$ cat src/rtl/rr_request_agent.sv
// rr_request_agent: per-client job queues feeding round-robin requests with preemptible service
module rr_request_agent #(
  parameter int NREQ   = 4,
  parameter int LW     = 4,
  parameter int QDEPTH = 2
) (
  input  logic            clk,
  input  logic            rst,
  input  logic            job_valid,
  input  logic [1:0]      job_id,
  input  logic [LW-1:0]   job_len,
  output logic            job_ready,
  input  logic [NREQ-1:0] gnt,
  output logic [NREQ-1:0] req,
  output logic [NREQ-1:0] done,
  output logic            err
);
  localparam int PW = QDEPTH > 1 ? $clog2(QDEPTH) : 1;
  localparam int CW = $clog2(QDEPTH + 1);
  typedef enum logic [1:0] {S_IDLE, S_WAIT, S_SERV} state_t;
  state_t        st_q  [NREQ];
  logic [LW-1:0] rem_q [NREQ];
  logic [LW-1:0] mem_q [NREQ][QDEPTH];
  logic [PW-1:0] rd_q  [NREQ];
  logic [PW-1:0] wr_q  [NREQ];
  logic [CW-1:0] cnt_q [NREQ];
  logic [NREQ-1:0] req_q, done_q, push, g, fin;
  logic [LW-1:0] len_in;
  logic err_q, err_d;
  function automatic logic [PW-1:0] nxt(input logic [PW-1:0] p);
    return p == PW'(QDEPTH - 1) ? '0 : p + 1'b1;
  endfunction
  // push/grant/completion decode, ready lookup and sticky protocol-error detection
  always_comb begin
    push = '0;
    g    = '0;
    fin  = '0;
    len_in    = job_len == '0 ? LW'(1) : job_len;
    job_ready = cnt_q[job_id] != CW'(QDEPTH);
    err_d     = err_q | (|(gnt & (gnt - NREQ'(1)))) | (|(gnt & ~req_q));
    for (int i = 0; i < NREQ; i++) begin
      push[i] = job_valid && job_ready && job_id == 2'(i);
      g[i]    = gnt[i] && req_q[i];
      fin[i]  = g[i] && rem_q[i] == LW'(1);
    end
  end
  // per-client queue and IDLE/WAIT/SERV service FSM with registered req/done
  always_ff @(posedge clk) begin
    if (!rst) begin
      for (int i = 0; i < NREQ; i++) begin
        st_q[i]  <= S_IDLE;
        rem_q[i] <= '0;
        rd_q[i]  <= '0;
        wr_q[i]  <= '0;
        cnt_q[i] <= '0;
      end
      req_q  <= '0;
      done_q <= '0;
      err_q  <= 1'b0;
    end else begin
      err_q  <= err_d;
      done_q <= fin;
      for (int i = 0; i < NREQ; i++) begin
        if (push[i]) begin
          mem_q[i][wr_q[i]] <= len_in;
          wr_q[i] <= nxt(wr_q[i]);
        end
        if (fin[i]) rd_q[i] <= nxt(rd_q[i]);
        cnt_q[i] <= cnt_q[i] + CW'(push[i]) - CW'(fin[i]);
        if (st_q[i] == S_IDLE) begin
          if (cnt_q[i] != '0) begin
            st_q[i]  <= S_WAIT;
            rem_q[i] <= mem_q[i][rd_q[i]];
            req_q[i] <= 1'b1;
          end
        end else if (fin[i]) begin
          if (cnt_q[i] > CW'(1) || push[i]) begin
            st_q[i]  <= S_WAIT;
            rem_q[i] <= cnt_q[i] > CW'(1) ? mem_q[i][nxt(rd_q[i])] : len_in;
          end else begin
            st_q[i]  <= S_IDLE;
            rem_q[i] <= '0;
            req_q[i] <= 1'b0;
          end
        end else if (g[i]) begin
          st_q[i]  <= S_SERV;
          rem_q[i] <= rem_q[i] - LW'(1);
        end else begin
          st_q[i] <= S_WAIT;
        end
      end
    end
  end
  assign req  = req_q;
  assign done = done_q;
  assign err  = err_q;
endmodule

$ cat config.mk
export PLATFORM = sky130hd
export DESIGN_NAME = rr_request_agent
export DESIGN_NICKNAME = d
export VERILOG_FILES = /design/src/rtl/rr_request_agent.sv
export SDC_FILE = /design/constraint.sdc
export NUM_CORES = 1
export LEC_CHECK = 0
export CAP_MARGIN = 20
export CELL_PAD_IN_SITES_DETAIL_PLACEMENT = 1
export CELL_PAD_IN_SITES_GLOBAL_PLACEMENT = 1
export CORE_MARGIN = 2
export CORE_UTILIZATION = 35
export DETAILED_ROUTE_END_ITERATION = 7
export GPL_TIMING_DRIVEN = 0
export HOLD_SLACK_MARGIN = 0.15
export PLACE_DENSITY_LB_ADDON = 0.1
export SLEW_MARGIN = 20
export SYNTH_ARGS = -nofsm -noshare
export SYNTH_HDL_FRONTEND = slang
export SYNTH_SLANG_ARGS = --single-unit
$ cat constraint.sdc
create_clock -name clk -period 5.1 [get_ports clk]
set_input_delay 1.275 -clock clk [delete_from_list [all_inputs] [get_ports clk]]
set_output_delay 1.275 -clock clk [all_outputs]
set_load 0.01 [all_outputs]
* After elaboration in Yosys (flattened, before gate mapping)
Memories as Yosys holds them, arrays and structs flattened.
Cells that the tools add are included.
** Word-level totals
- Memory bits (writable) :: 72
- Register bits :: 9
- Memories kept :: 6
- Output and inout bits :: 10
- Bits of input ports :: 13
** Cells by class
- Reduce and logical (&&, ||, !) cells :: 44
- Bitwise gates (word level) :: 65
- Equal/unequal tests :: 16
- Order comparisons :: 20
- $add $sub $neg :: 21
- Muxes and demuxes :: 244
** Memories
- mem_q :: words 4, bits a word 8, rd ports 4, clocked after Yosys merged registers in 0, wr ports 1, line 23 : logic [LW-1:0] mem_q [NREQ][QDEPTH];
- rem_q :: words 4, bits a word 4, rd ports 4, clocked after Yosys merged registers in 0, wr ports 4, line 22 : logic [LW-1:0] rem_q [NREQ];
- cnt_q :: words 4, bits a word 2, rd ports 5, clocked after Yosys merged registers in 0, wr ports 4, line 26 : logic [CW-1:0] cnt_q [NREQ];
- st_q :: words 4, bits a word 2, rd ports 4, clocked after Yosys merged registers in 0, wr ports 4, line 21 : state_t st_q [NREQ];
- rd_q :: words 4, bits a word 1, rd ports 4, clocked after Yosys merged registers in 0, wr ports 4, line 24 : logic [PW-1:0] rd_q [NREQ];
- wr_q :: words 4, bits a word 1, rd ports 4, clocked after Yosys merged registers in 0, wr ports 4, line 25 : logic [PW-1:0] wr_q [NREQ];
** Operator list (number)
- $mux 4 :: 49
- $mux 1 :: 154
- $mux 8 :: 10
- $mux 2 :: 27
- $or 1x1->1 :: 50
- $ge 2x2->1 const B :: 12
- $not 1->2 :: 12
- $reduce_or 8->1 :: 3
- $sub 4x1->4 const B :: 5
- $logic_and 1x1->1 :: 17
- $demux 4 s1 :: 4
- $eq 4x1->1 const B :: 4
- $reduce_bool 2->1 :: 8
- $reduce_and 3->1 :: 4
- $logic_not 2->1 :: 5
- $ne 2x2->1 const B :: 5
- $add 1x1->1 const B :: 8
- $add 2x1->2 :: 4
- $and 4x4->4 :: 2
- $gt 2x1->1 const B :: 4
- $lt 2x1->1 const B :: 4
- $ne 2x1->1 const B :: 4
- $reduce_or 4->1 :: 2
- $sub 2x1->2 :: 4
- other kinds (5) :: 9

* Depth between registers and ports, before layout
An unclocked memory read counts as a cell.
- Depth in word-level cells :: 14
- Mapped depth :: 11
- Mapped depth without buffers :: 11

* Least setup slack after synthesis
No wires, ideal clock.
- Path kind :: input-to-output
- From :: in job_id[1]
- To :: out job_ready
- Slack :: 2.036 ns
- Buffers on the path :: 1
- Data required time :: 3.825 ns
- Cell stages on the path :: 5
- Arrival :: 1.789 ns
- Cell sequence :: buf_6 > nor3b_1 > a21oi_1 > nand2_1 > o21ai_0
** Between the ends
- Longest elaborated chain between the ends :: 2
** RTL lines
- from (decl) :: line 10 : input logic [1:0] job_id,
- $mem_v2 4x2
- $ne 2x2->1 :: line 39 : job_ready = cnt_q[job_id] != CW'(QDEPTH);
- to (decl) :: line 12 : output logic job_ready,
No other way between the ends.

* Worst setup path after layout
- From :: in job_id[0]
- To :: out job_ready
Same word-level chain as after synthesis.

==> reports/summary.log <==
[synth] top flip-flop cell by instance count after synthesis sky130_fd_sc_hd__edfxtp_1
[layout] antenna diode instance count 0
[cts] clock buffers created by TritonCTS 9
[floorplanning] Die Outline Area 0.0131 mm^2
[pwr] net switching fraction of the power 0.252
[cts] count of cells resized by post-cts repair 0
[setup_path] class of the most critical setup path in -> out
[setup_path] Crit path arrival time 2.86 ns
[floorplanning] core outline area 0.0120 mm^2
[route] vias post-DR 2898
[pwr] part of the total power dissipated in the clock network 0.374
[cts] Setup Buffers After CTS 0
[synth] number of enable-type register cells in the synthesized netlist 58
[timing] unrepaired setup endpoints after global routing no
[cts] count of hold-fix buffers inserted at cts 0
[pwr] overall power 1.53 mW
[synth] register bit total from synthesis 81
[timing] final sum of negative setup slack 0 ns
[synth] Syn Nets 403
[cts] clock sink count 81
[floorplanning] num rows 40
[pwr] sequential power share 0.511
[cts] TritonCTS clock tree yes
[setup_path] most common cell type on the critical path sky130_fd_sc_hd__clkdlybuf4s50_1
[timing] Least-Margin Pin Slew 0.909 ns
[setup_path] CP required 3.83 ns
[timing] Final Setup Violations 0
[cts] H-tree Lvls 3
[layout] Final Util 0.411
[timing] Worst Setup Slack, final 0.963 ns
[route] remaining design rule violation count 0
[synth] Post-Synthesis Mean Instance Area 11.4 um^2
[layout] layout-stage area growth over the synthesis result 14.9%
[route] final wirelength 10.3 mm
[synth] asr flop ratio synth 0
[placement] worst slack at placement 1.00 ns
[cts] Clock Root Buffer sky130_fd_sc_hd__clkbuf_16
[route] TritonRoute pass-1 iters 4
[setup_path] Setup crit end kind output port
[layout] nets@finish 434
[timing] minimum clock period 4.14 ns
[floorplanning] I/O pin count 23
[global_routing] maximum number of pins on one net before global-route repair 13
[hold_path] Hold Crit Class reg -> reg
[floorplanning] floorplan die width 115 um
[synth] post-synthesis cell type count 50
[status] run status finished clean
[cts] Worst-Skew Late Latency 0.34 ns
[setup_path] crit path launch type input port
[pwr] Cell Int Power 1.14 mW
[placement] port buffer count 20
[pwr] switching pwr 0.385 mW
[placement] post-DP HPWL 7.58 mm
[global_routing] initial antenna violation count 0
[timing] final worst clock skew 0.00469 ns
[layout] area of all placed cells without fillers 0.00492 mm^2
[setup_path] critical-path cell list clkdlybuf4s50_1 > o21ai_0 > clkdlybuf4s50_1
[pwr] share of total power in combinational logic 0.115
[setup_path] critical path fanouts, max 7
[global_routing] GRT Util Overall 0.172
[synth] Gate Count Post-Synth 374
[synth] fraction of the yosys area taken by sequential cells 0.515
[pwr] VDD IR max 0.129 mV
[route] antenna violation net count after detailed routing 0
[cts] CTS clock-pin slew for the worst setup and hold paths 0.06 ns
[flow_run] Max-Cap Viols 0
[placement] cell area after placement 0.00466 mm^2
[pwr] power density relative to cell area 311 mW/mm^2
[global_routing] first-pass GRT wire length 16.6 mm
[synth] synthesized cell area 0.00428 mm^2
[setup_path] biggest cell delay along the critical path 0.61 ns
[timing] endpoints failing hold 0
[timing] FMAX 242 MHz
[pwr] leakage power summed over all cells 1.85 nW
[cts] deepest clock path buffer count 2
[route] drt first-iter violations 135
[timing] relative slew slack 0.389
[global_routing] overflow left after global routing 0
[timing] Max Slew Vio Count 0
[timing] final cycle utilization of the critical path 0.811
[synth] Yosys Warn Count 0
[floorplanning] die extent in y 115 um
[route] number of vias per cell 5.20
[setup_path] cell with the largest stage delay on the worst path sky130_fd_sc_hd__clkdlybuf4s50_1
[layout] share of cells above drive strength 1 0.0976
[route] Routed WL per cell 18.5 um
[global_routing] number of global-route vias before repair 3088
[floorplanning] initial standard-cell utilization of the core 0.358
[placement] Placer Congestion 0.758
## cells by family (layout without fill, tap and decap cells)
group                      Yosys count  in the layout  share of synthesized area
AOI/OAI and AO/OA                   69             69                      0.128
xor gates and xnor gates            22             22                     0.0450
adders and majority gates           16             16                     0.0468
buffers and inverters               45             81                     0.0450
DFF                                 81             81                      0.515
muxes                               32             32                     0.0749
and+or+nand+nor                    109            109                      0.146
## synthesized netlist by cell type, types with 6 or more instances
| master | number | area share |
|---|---|---|
| sky130_fd_sc_hd__xnor2_1 | 18 | 0.037 |
| sky130_fd_sc_hd__ha_1 | 16 | 0.047 |
| sky130_fd_sc_hd__o21ai_1 | 11 | 0.013 |
| sky130_fd_sc_hd__nand2_1 | 17 | 0.015 |
| sky130_fd_sc_hd__mux2i_1 | 32 | 0.075 |
| sky130_fd_sc_hd__nor3_1 | 10 | 0.012 |
| sky130_fd_sc_hd__a211o_1 | 10 | 0.020 |
| sky130_fd_sc_hd__edfxtp_1 | 58 | 0.41 |
| sky130_fd_sc_hd__o22a_1 | 6 | 0.012 |
| sky130_fd_sc_hd__dfxtp_1 | 23 | 0.11 |
| sky130_fd_sc_hd__o221ai_1 | 10 | 0.020 |
| sky130_fd_sc_hd__o21ai_0 | 10 | 0.012 |
| sky130_fd_sc_hd__clkbuf_1 | 6 | 0.0053 |
| sky130_fd_sc_hd__nand3_1 | 9 | 0.011 |
| sky130_fd_sc_hd__and2_1 | 7 | 0.010 |
| sky130_fd_sc_hd__nor2_1 | 31 | 0.027 |
| sky130_fd_sc_hd__buf_2 | 10 | 0.012 |
| sky130_fd_sc_hd__inv_1 | 27 | 0.024 |
## critical path, delay by kind of cell
kind | cells | cell delay (ns)
buffers and inverters | 2 | 1.17
AO/OA/AOI/OAI | 1 | 0.41
## final timing paths
kind,from,to,slack (ns),depth (start not counted)
max,job_id[0],job_ready,0.96,3
min,err,err,0.48,2
max reg2reg,rem_q[3][1],cnt_q[3][1],2.84,11
min reg2reg,err,err,0.48,2
## layer usage
metal | track usage | wire length, um
met5 | 0 | 0
met4 | 0.0528 | 111
met3 | 0.0386 | 353
met2 | 0.277 | 4800
met1 | 0.231 | 5070
## flip-flops by register name (all words and copies together), names as in the netlist
register,cells
cnt_q,8
done,4
err,1
mem_q,32
rd_q,4
rem_q,16
req,4
st_q,8
wr_q,4
## power groups by stage
stage	clock network, mW	logic, mW	registers [mW]
5_1_grt	0.617	0.197	0.787
3_3_place_gp	0	0.173	0.792
6_report	0.571	0.176	0.781
3_5_place_dp	0	0.178	0.795
2_1_floorplan	0	0.115	0.788
4_1_cts	0.590	0.178	0.781
## layout by cell type (no fill, tap or decap), types with 2 or more instances in the layout
| cell type | instances |
|---|---|
| sky130_fd_sc_hd__nor3_1 | 10 |
| sky130_fd_sc_hd__o21ai_0 | 10 |
| sky130_fd_sc_hd__and3_1 | 5 |
| sky130_fd_sc_hd__clkbuf_16 | 9 |
| sky130_fd_sc_hd__xnor2_1 | 18 |
| sky130_fd_sc_hd__and3b_2 | 2 |
| sky130_fd_sc_hd__o211ai_2 | 3 |
| sky130_fd_sc_hd__clkdlybuf4s50_1 | 20 |
| sky130_fd_sc_hd__o221ai_1 | 10 |
| sky130_fd_sc_hd__edfxtp_1 | 58 |
| sky130_fd_sc_hd__nor3b_2 | 4 |
| sky130_fd_sc_hd__nand2_1 | 17 |
| sky130_fd_sc_hd__a211o_1 | 10 |
| sky130_fd_sc_hd__nor2_1 | 31 |
| sky130_fd_sc_hd__inv_1 | 27 |
| sky130_fd_sc_hd__o21ai_1 | 11 |
| sky130_fd_sc_hd__xor2_1 | 4 |
| sky130_fd_sc_hd__a221oi_1 | 3 |
| sky130_fd_sc_hd__nand2b_1 | 5 |
| sky130_fd_sc_hd__nor2b_1 | 3 |
| sky130_fd_sc_hd__dfxtp_1 | 23 |
| sky130_fd_sc_hd__o2111a_1 | 4 |
| sky130_fd_sc_hd__nor3b_1 | 2 |
| sky130_fd_sc_hd__mux2i_1 | 32 |
| sky130_fd_sc_hd__and2_1 | 7 |
| sky130_fd_sc_hd__nand3_1 | 9 |
| sky130_fd_sc_hd__ha_1 | 16 |
| sky130_fd_sc_hd__clkbuf_1 | 8 |
| sky130_fd_sc_hd__nand3b_1 | 5 |
| sky130_fd_sc_hd__clkinv_1 | 4 |
| sky130_fd_sc_hd__o22a_1 | 6 |
| sky130_fd_sc_hd__a21oi_1 | 2 |
| sky130_fd_sc_hd__buf_2 | 10 |
| sky130_fd_sc_hd__nor4b_2 | 2 |
## area by class of cell
class | instances | area [um^2]
clock inverter | 5 | 22.5
fill | 1304 | 7040
buffer | 18 | 91.3
tap | 147 | 184
clock buffer | 11 | 233
timing repair buffer | 20 | 200
multi-input combinational | 248 | 1880
sequential | 81 | 2200
inverter | 27 | 101
## stage by stage
step	instances	hold WS [ns]
6_report	557	0.484
5_1_grt	557	0.548
4_1_cts	557	0.488
3_5_place_dp	541	0.478
3_3_place_gp	541	0.461
2_1_floorplan	374	0.484
Note: power is estimated with default switching activity, not from simulation.
